**src/rtl/linebuffer_ctrl.sv**
```systemverilog
// Read sequencer and window-valid tracker for a 3-row shifting line buffer.
// Walks IMG_H x IMG_W pixel memory one column per cycle, one band of KERNEL rows at a time.
module linebuffer_ctrl #(
  parameter int IMG_W  = 28,
  parameter int IMG_H  = 28,
  parameter int KERNEL = 3,
  parameter int ADDR_W = 10,
  parameter int IDX_W  = 5
) (
  input  logic              clk_i,
  input  logic              rst_i,
  input  logic              start_i,
  input  logic              hold_i,
  output logic              busy_o,
  output logic              done_o,
  output logic              rd_en_o,
  output logic [ADDR_W-1:0] rd_addr_r1_o,
  output logic [ADDR_W-1:0] rd_addr_r2_o,
  output logic [ADDR_W-1:0] rd_addr_r3_o,
  output logic              lb_wr_en_o,
  output logic              win_valid_o,
  output logic [IDX_W-1:0]  win_row_o,
  output logic [IDX_W-1:0]  win_col_o
);

  // state | meaning
  // IDLE  | waiting for start
  // RUN   | issuing reads, one column per non-held cycle
  // DRAIN | reads done, waiting for the final window to leave the pipeline
  localparam logic [1:0] S_IDLE  = 2'd0;
  localparam logic [1:0] S_RUN   = 2'd1;
  localparam logic [1:0] S_DRAIN = 2'd2;

  localparam logic [IDX_W-1:0]  COL_LAST  = IDX_W'(IMG_W - 1);
  localparam logic [IDX_W-1:0]  ROW_LAST  = IDX_W'(IMG_H - KERNEL);
  localparam logic [IDX_W-1:0]  WCOL_LAST = IDX_W'(IMG_W - KERNEL);
  localparam logic [IDX_W-1:0]  K_M1      = IDX_W'(KERNEL - 1);
  localparam logic [ADDR_W-1:0] W_A       = ADDR_W'(IMG_W);

  logic [1:0]        state_q, state_d;
  logic [IDX_W-1:0]  col_q, col_d;
  logic [IDX_W-1:0]  row_base_q, row_base_d;
  logic              lb_wr_q;
  logic [IDX_W-1:0]  col_p1_q, row_p1_q;
  logic              win_valid_q;
  logic [IDX_W-1:0]  win_row_q, win_col_q;
  logic              rd_en;
  logic              done;
  logic              in_run;
  logic [ADDR_W-1:0] base_a;

  assign in_run = (state_q == S_RUN);
  assign rd_en  = in_run && !hold_i;
  assign done   = win_valid_q && (win_row_q == ROW_LAST) && (win_col_q == WCOL_LAST);

  always_comb begin
    state_d    = state_q;
    col_d      = col_q;
    row_base_d = row_base_q;
    case (state_q)
      S_IDLE: begin
        if (start_i) begin
          state_d    = S_RUN;
          col_d      = '0;
          row_base_d = '0;
        end
      end
      S_RUN: begin
        if (!hold_i) begin
          if (col_q == COL_LAST) begin
            col_d = '0;
            if (row_base_q < ROW_LAST) row_base_d = row_base_q + 1'b1;
            else                       state_d    = S_DRAIN;
          end else begin
            col_d = col_q + 1'b1;
          end
        end
      end
      S_DRAIN: begin
        if (done) state_d = S_IDLE;
      end
      default: state_d = S_IDLE;
    endcase
  end

  // Stage 1 tags memory data with its column; stage 2 masks the first KERNEL-1 columns of a band.
  always_ff @(posedge clk_i) begin
    if (rst_i) begin
      state_q     <= S_IDLE;
      col_q       <= '0;
      row_base_q  <= '0;
      lb_wr_q     <= 1'b0;
      col_p1_q    <= '0;
      row_p1_q    <= '0;
      win_valid_q <= 1'b0;
      win_row_q   <= '0;
      win_col_q   <= '0;
    end else begin
      state_q     <= state_d;
      col_q       <= col_d;
      row_base_q  <= row_base_d;
      lb_wr_q     <= rd_en;
      col_p1_q    <= col_q;
      row_p1_q    <= row_base_q;
      win_valid_q <= lb_wr_q && (col_p1_q >= K_M1);
      win_row_q   <= row_p1_q;
      win_col_q   <= col_p1_q - K_M1;
    end
  end

  assign base_a = ADDR_W'(row_base_q) * W_A + ADDR_W'(col_q);

  assign busy_o       = (state_q != S_IDLE);
  assign done_o       = done;
  assign rd_en_o      = rd_en;
  assign rd_addr_r1_o = in_run ? base_a             : '0;
  assign rd_addr_r2_o = in_run ? base_a + W_A       : '0;
  assign rd_addr_r3_o = in_run ? base_a + W_A + W_A : '0;
  assign lb_wr_en_o   = lb_wr_q;
  assign win_valid_o  = win_valid_q;
  assign win_row_o    = win_row_q;
  assign win_col_o    = win_col_q;

endmodule

```
**config.mk**
```make
export PLATFORM = sky130hd
export DESIGN_NAME = linebuffer_ctrl
export DESIGN_NICKNAME = d
export VERILOG_FILES = /design/src/rtl/linebuffer_ctrl.sv
export SDC_FILE = /design/constraint.sdc
export NUM_CORES = 1
export LEC_CHECK = 0
export BUFFER_PORTS_ARGS = -buffer_cell sky130_fd_sc_hd__buf_2
export CORE_MARGIN = 2
export CORE_UTILIZATION = 45
export DETAILED_ROUTE_END_ITERATION = 8
export PLACE_DENSITY_LB_ADDON = 0.2
export SLEW_MARGIN = 10
export SYNTH_ARGS = -nofsm -noshare
export SYNTH_HDL_FRONTEND = slang
export SYNTH_SLANG_ARGS = --single-unit
```
**constraint.sdc**
```tcl
create_clock -name clk_i -period 10.23 [get_ports clk_i]
set_input_delay 2.046 -clock clk_i [delete_from_list [all_inputs] [get_ports clk_i]]
set_output_delay 2.046 -clock clk_i [all_outputs]
set_load 0.05 [all_outputs]
```
* Yosys cells after proc, flatten, opt, wreduce, memory -nomap -nowiden
Cells that the tools add are included.
** Word-level totals
- Bits in registers :: 34
- Output and inout port bits :: 45
** Operators by class
- Magnitude comparators :: 2
- Multiply operators :: 1
- Muxes and demuxes :: 17
- Equality and inequality tests :: 11
- Add/sub/neg operators :: 6
- Reductions and logical operators :: 11
** Operator list (number)
- $mux W10 :: 3
- $mux W5 :: 6
- $add A10 B5 Y10 const B :: 2
- $pmux W5 S2 :: 2
- $eq A5 B5 Y1 const B :: 3
- $add A10 B5 Y10 :: 1
- $add A5 B1 Y5 const B :: 2
- $mux W2 :: 5
- $reduce_and A5 Y1 :: 2
- $mul A5 B3 Y8 const B :: 1
- $ne A2 B2 Y1 const B :: 4
- $pmux W2 S3 :: 1
- $ge A5 B2 Y1 const B :: 1
- $lt A5 B5 Y1 const B :: 1
- $sub A5 B2 Y5 const B :: 1
- $logic_and A1 B1 Y1 :: 4
- $ne A2 B1 Y1 const B :: 2
- $reduce_bool A2 Y1 :: 2
- $reduce_and A3 Y1 :: 1
- $eq A2 B1 Y1 const B :: 1
- $eq A2 B2 Y1 const B :: 1
- $logic_not A2 Y1 :: 1
- $logic_not A1 Y1 :: 1

* Depth between registers and ports, before layout
Gate-level depths: netlist of the first run.
- Depth after elaboration :: 5
- Depth in mapped cells :: 13
- Mapped depth without buffers :: 12

* Least setup slack after synthesis of the first run
OpenSTA, ideal clock, no wires.
- Path type :: register to output
- Start point :: register row_base_q[2]
- End point :: output port rd_addr_r3_o[8]
- Arrival :: 4395 ps
- Buffers on the path :: 1
- Setup slack :: 3789 ps
- Stages on the path, launching flop included :: 14
- Cell sequence :: dfxtp_1 > fa_1 > ha_1 > ha_1 > buf_6 > xor2_2 > ha_1 > a21boi_1 > nor3_1 > and3_1 > a311o_2 > xnor2_4 > o31a_1 > nor3_1
** On the way
- Longest elaborated chain between the ends :: 5
** Ends and longest elaborated chain
- start: declaration :: RTL line 42 : logic [IDX_W-1:0] row_base_q, row_base_d;
- start signal: assignment :: RTL line 101 : row_base_q <= row_base_d;
- $mul A5 B3 Y8 :: RTL line 111 : assign base_a = ADDR_W'(row_base_q) * W_A + ADDR_W'(col_q);
- $add A10 B5 Y10 :: RTL line 111
- $add A10 B5 Y10 (2 in series) :: RTL line 118 : assign rd_addr_r3_o = in_run ? base_a + W_A + W_A : '0;
- $mux W10 :: RTL line 118
- end: declaration :: RTL line 19 : output logic [ADDR_W-1:0] rd_addr_r3_o,
No other way between the ends.

* Worst setup path in the final report of the first run
Same ends and word-level chain as after synthesis.

==> results of run 1 <==
==> state kept, by name (all words and copies together) (netlist names) <==
name,flops
win_row_o,5
win_col_o,5
col_p1_q,5
win_valid_o,1
row_p1_q,5
state_q,2
col_q,5
lb_wr_en_o,1
row_base_q,5
==> report_power, final <==
group          switching, mW  total [mW]  leakage (nW)  internal [mW]
combinational         0.0217      0.0280         0.924        0.00630
clock                 0.0443      0.0898        0.0438         0.0455
sequential           0.00139       0.136         0.276          0.134
total                 0.0674       0.253          1.24          0.186
==> layout make-up <==
cell class / instances / area [um2] / share of cell area, %
clock buffers: 5 / 68.8 / 2.64
multi-input cells: 199 / 1460 / 56.0
clock inverters: 2 / 10.0 / 0.384
well taps: 67 / 83.8 / 3.21
flip-flops and latches: 34 / 681 / 26.1
inverters: 17 / 63.8 / 2.45
repair buffers: 48 / 240 / 9.21
==> metal layers <==
metal | share of wire (%) | up-vias | global-route usage (%)
met5 | 0 | - | 0
met2 | 46 | 43 | 28.9
met4 | 1.5 | 0 | 5.85
met1 | 48 | 792 | 20.3
li1 | - | 948 | -
met3 | 4.2 | 6 | 2.68
==> critical path, delay by kind of cell, from the launching register on <==
kind | cells | cell delay (ns)
XOR/XNOR | 2 | 0.42
flip-flops | 1 | 0.49
AO/OA/AOI/OAI | 3 | 1.04
buffers and inverters | 1 | 0.29
AND/OR/NAND/NOR | 3 | 0.37
adder cells (fa/ha/maj) | 4 | 1.37
==> cells in the mapped netlist (7+ instances only) <==
cell type / number
ha_1: 20
nor2_1: 47
dfxtp_1: 34
a21oi_1: 8
nand3_1: 10
inv_1: 17
xnor2_1: 11
nor3_1: 7
a21o_1: 7
nand2_1: 11
nor2b_1: 13
==> final timing paths <==
check	from	endpoint	slack, ns	depth (start not counted)
setup / recovery	row_base_q[2]	rd_addr_r3_o[8]	3.92	13
hold reg to reg	row_p1_q[1]	win_row_o[1]	0.44	1
hold / removal	row_p1_q[1]	win_row_o[1]	0.44	1
setup reg to reg	row_base_q[2]	row_base_q[4]	8.27	8
==> cell families after synthesis <==
kind of cell	count (synthesis)	share of synthesized area (%)
AND/OR/NAND/NOR	116	25.9
AO/OA/AOI/OAI	32	10.0
multiplexers	3	1.37
buffers and inverters	29	5.93
flip-flops	34	29.9
adder cells (fa/ha/maj)	26	16.3
XOR/XNOR	22	10.6
==> results.yml, run 1 <==
placed_design:
  place_ws_ns: 4.20
  gp_congestion: 0.778
  port_buffers: 48
  hpwl_mm: 3.30
  dpl_cell_area_mm2: 0.00253
  dp_cells: 365
setup_path:
  slowest_delay_ns: 0.49
  cp_common_cell: "ha_1"
  worst_path_max_delay_cell: "dfxtp_1"
  crit_chain: "fa_1 -> ha_1 -> ha_1 -> xor2_2 -> ha_1 -> a21boi_1 -> nor3_1 -> and3_1 -> a311o_2 -> xnor2_4 -> o31a_1 -> nor3_1 -> buf_2"
  endpoint_kind: "primary output"
  cp.required_ns: 8.18
  worstSetupPathType: "reg -> out"
  cp_max_fo: 7
  cp-start-kind: "register"
  arrival_ns: 4.27
floorplanning:
  die_x_um: 75.1
  io_pins: 49
  dieArea_mm2: 0.00565
  core.rowCount: 25
  core_mm2: 0.00479
  die_h_um: 75.1
  start_util_pct: 47.6
pwr:
  leakage_nw: 1.24
  vdd_ir_drop_max_mv: 0.0611
  design_power_total_mw: 0.253
  power.density_mw_per_mm2: 97.1
clock_network:
  htreeDepth: 2
  ctsResizeCount: 0
  cts_buffers: 5
  cts_setup_buffers: 0
  cts_tree: "built"
  clk_latency_ns: 0.28
  cts_num_sinks: 34
  cts_root_buffer: "clkbuf_8"
  clk_path_buf_depth: 2
  clkTransAtPathRegs_ns: 0.06
  ctsHoldBuffers: 0
yosys:
  synth_edf_count: 0
  synth_area_mm2: 0.00228
  synthesis.nets: 292
  yosysTopAreaCellShare_pct: 29.9
  synth_top_area_cell: "dfxtp_1"
  async_reset_ff_share_pct: 0
  yosysWarnings: 0
  syn_avg_cell_area_um2: 8.69
  yosysUniqueCellTypes: 49
  synth_top_cells_by_area: "dfxtp_1, ha_1, nor2_1"
  synthCells: 262
  synth_ff_type: "dfxtp_1"
  synth_seq_area_share_pct: 29.9
  ys_seq_elements: 34
sta:
  slew_violations: 0
  rsz0062_at_grt: "no"
  setup_slack_ns: 3.92
  fmax_mhz: 158
  slew_headroom_pct: 46.6
  min_period_ns: 6.31
  fin_setup_tns_ns: 0
  tightest_slew_ns: 0.801
  finClkSkew_ns: 0.00290
  fin_crit_sh_pct: 61.7
  hold_viol: 0
  setup_viol_count_final: 0
  worst_hold_slack_ns: 0.435
grt:
  antenna_found_initial: 0
  grt_usage_pct: 16.4
  grt_pass1_wl_mm: 7.23
  grt_max_degree: 31
  grt_overflow_total: 0
  grt_pass1_vias: 1641
finish:
  drive_above_1_share_pct: 22.6
  mostFrequentLayoutCells: "buf_2, nor2_1, dfxtp_1"
  nets: 335
  utilization_pct: 54.5
  final_cells: 372
  n_antenna_cell: 0
  final_common_cell: "buf_2"
  final_area_mm2: 0.00261
  fillerInstances: 476
  syn2layout_area_growth_pct: 14.6
run_status:
  status: "completed"
detailed_routing:
  drt_iter0_markers: 63
  wl_per_cell_um: 11.4
  drc_errors: 0
  wirelength_mm: 4.25
  num_vias: 1789
  vias_per_cell: 4.81
  first_pass_iters: 4
  ant_nets: 0
flow_run:
  maxCapViolCount: 0
hold_path:
  worstHoldPathType: "reg -> reg"
No activity file was read; power rests on OpenSTA's default activity.
==> inputs of run 2 (changes only) <==
==> constraint.sdc (replaced) <==
create_clock -name clk_i -period 5.5 [get_ports clk_i]
set_input_delay 1.1 -clock clk_i [delete_from_list [all_inputs] [get_ports clk_i]]
set_output_delay 1.1 -clock clk_i [all_outputs]
set_load 0.05 [all_outputs]
==> results.yml, run 2 (synthesis results as in run 1) <==
detailed_routing:
  num_vias: 1835
  first_pass_iters: 5
  top_layer: "met4"
  vias_per_cell: 4.93
  wl_met3_um: 192
  drt_iter0_markers: 82
  drc_errors: 0
  ant_nets: 0
  wirelength_mm: 4.23
  met1_length_mm: 2.03
  wl_met2_mm: 1.93
  wl_per_cell_um: 11.4
floorplanning:
  die_h_um: 75.1
  dieArea_mm2: 0.00565
  start_util_pct: 47.6
  core.rowCount: 25
  die_x_um: 75.1
  io_pins: 49
  core_mm2: 0.00479
grt:
  grt_max_degree: 31
  grt_pass1_wl_mm: 7.09
  grt_usage_pct: 16.3
  grt_pass1_vias: 1625
  grt_overflow_total: 0
  antenna_found_initial: 0
pwr:
  p_sw_share_pct: 27.4
  p_int_mw: 0.346
  leakage_nw: 1.25
  design_power_total_mw: 0.476
  vdd_ir_drop_max_mv: 0.0977
  clkPwrFrac_pct: 36.1
  power_frac_seq_pct: 52.9
  power.density_mw_per_mm2: 182
  pwr-share-comb_pct: 11.0
  switchingPower_mw: 0.130
setup_path:
  arrival_ns: 4.13
  rr_worst_depth: 6
  cp.required_ns: 4.40
  r2r_start: "state_q[0]"
  cp-start-kind: "register"
  cp_max_fo: 7
  rr_endpoint: "col_q[3]"
  worstSetupPathType: "reg -> out"
  crit_end: "rd_addr_r3_o[8]"
  timing.reg2reg.setup_slack_ns: 3.59
  endpoint_kind: "primary output"
  setup.worst_path.start: "row_base_q[1]"
finish:
  drive_above_1_share_pct: 23.6
  n_antenna_cell: 0
  mostFrequentLayoutCells: "nor2_1, buf_2, dfxtp_1"
  utilization_pct: 54.7
  syn2layout_area_growth_pct: 14.9
  nets: 335
clock_network:
  clk_latency_ns: 0.29
  cts_num_sinks: 34
  htreeDepth: 2
  cts_buffers: 5
  cts_setup_buffers: 0
  clk_path_buf_depth: 2
  cts_root_buffer: "clkbuf_8"
  clkTransAtPathRegs_ns: 0.07
  cts_tree: "built"
sta:
  setup_viol_count_final: 0
  hold_viol: 0
  min_period_ns: 5.23
  fin_crit_sh_pct: 95.1
  fin_setup_tns_ns: 0
  slew_violations: 0
  slew_headroom_pct: 44.8
  fmax_mhz: 191
  tightest_slew_ns: 0.828
  finClkSkew_ns: 0.00371
hold_path:
  worstHoldPathType: "reg -> reg"
placed_design:
  port_buffers: 48
  hpwl_mm: 3.26
  gp_congestion: 0.778
run_status:
  status: "completed"
flow_run:
  maxCapViolCount: 0
run 2: routing by layer:
metal	vias to the layer above	track usage, %
met3	7	3.48
met1	825	20.5
li1	951	-
met4	0	6.43
met2	52	27.1
met5	-	0
run 2: worst min path at each step:
stage           startpoint           end  slack [ns]  cells past startpoint
2_1_floorplan  row_p1_q[0]  win_row_o[0]        0.41                      1
3_3_place_gp   row_p1_q[2]  win_row_o[2]        0.42                      1
3_5_place_dp   row_p1_q[2]  win_row_o[2]        0.42                      1
4_1_cts        row_p1_q[2]  win_row_o[2]        0.44                      1
5_1_grt        row_p1_q[3]  win_row_o[3]        0.46                      1
6_report       row_p1_q[4]  win_row_o[4]        0.44                      1
run 2: power groups by stage:
stage	clock network, mW	registers (mW)	logic, mW
2_1_floorplan	0	0.264	0.0356
3_3_place_gp	0	0.258	0.0527
3_5_place_dp	0	0.258	0.0526
4_1_cts	0.176	0.252	0.0526
5_1_grt	0.187	0.253	0.0564
6_report	0.172	0.252	0.0524
run 2: worst max-delay path, stage by stage, from the launching register on:
cell,delay (ns)
dfxtp_1,0.45
fa_1,0.46
ha_1,0.29
ha_1,0.42
xor2_2,0.25
ha_1,0.18
a21boi_2,0.24
nor3_1,0.07
and3_1,0.19
a311o_2,0.42
xnor2_4,0.17
o31a_1,0.31
nor3_1,0.12
clkbuf_4,0.27
run 2: what timing repair did:
action | CTS | global route
endpoints found under the setup margin | 0 | 2
gates resized for setup | 0 | 4
hold buffers | 0 | 0
run 2: cell type report:
| cell class | instances | area [um2] |
|---|---|---|
| clock buffer | 5 | 68.8 |
| clock inverter | 2 | 10.0 |
| fill | 474 | 2170 |
| inverter | 17 | 63.8 |
| multi-input combinational | 199 | 1470 |
| sequential | 34 | 683 |
| tap | 67 | 83.8 |
| timing repair buffer | 48 | 243 |
run 2: metrics by stage:
step	instances	area [um2]	worst slack [ns]	hold WS (ns)
after global placement	365	2530	0.469	0.421
after floorplan	262	2280	0.00461	0.414
after detailed placement	365	2530	0.415	0.425
final	372	2620	0.271	0.437
after CTS	372	2610	0.0636	0.440
after global routing	372	2620	-0.0137	0.458
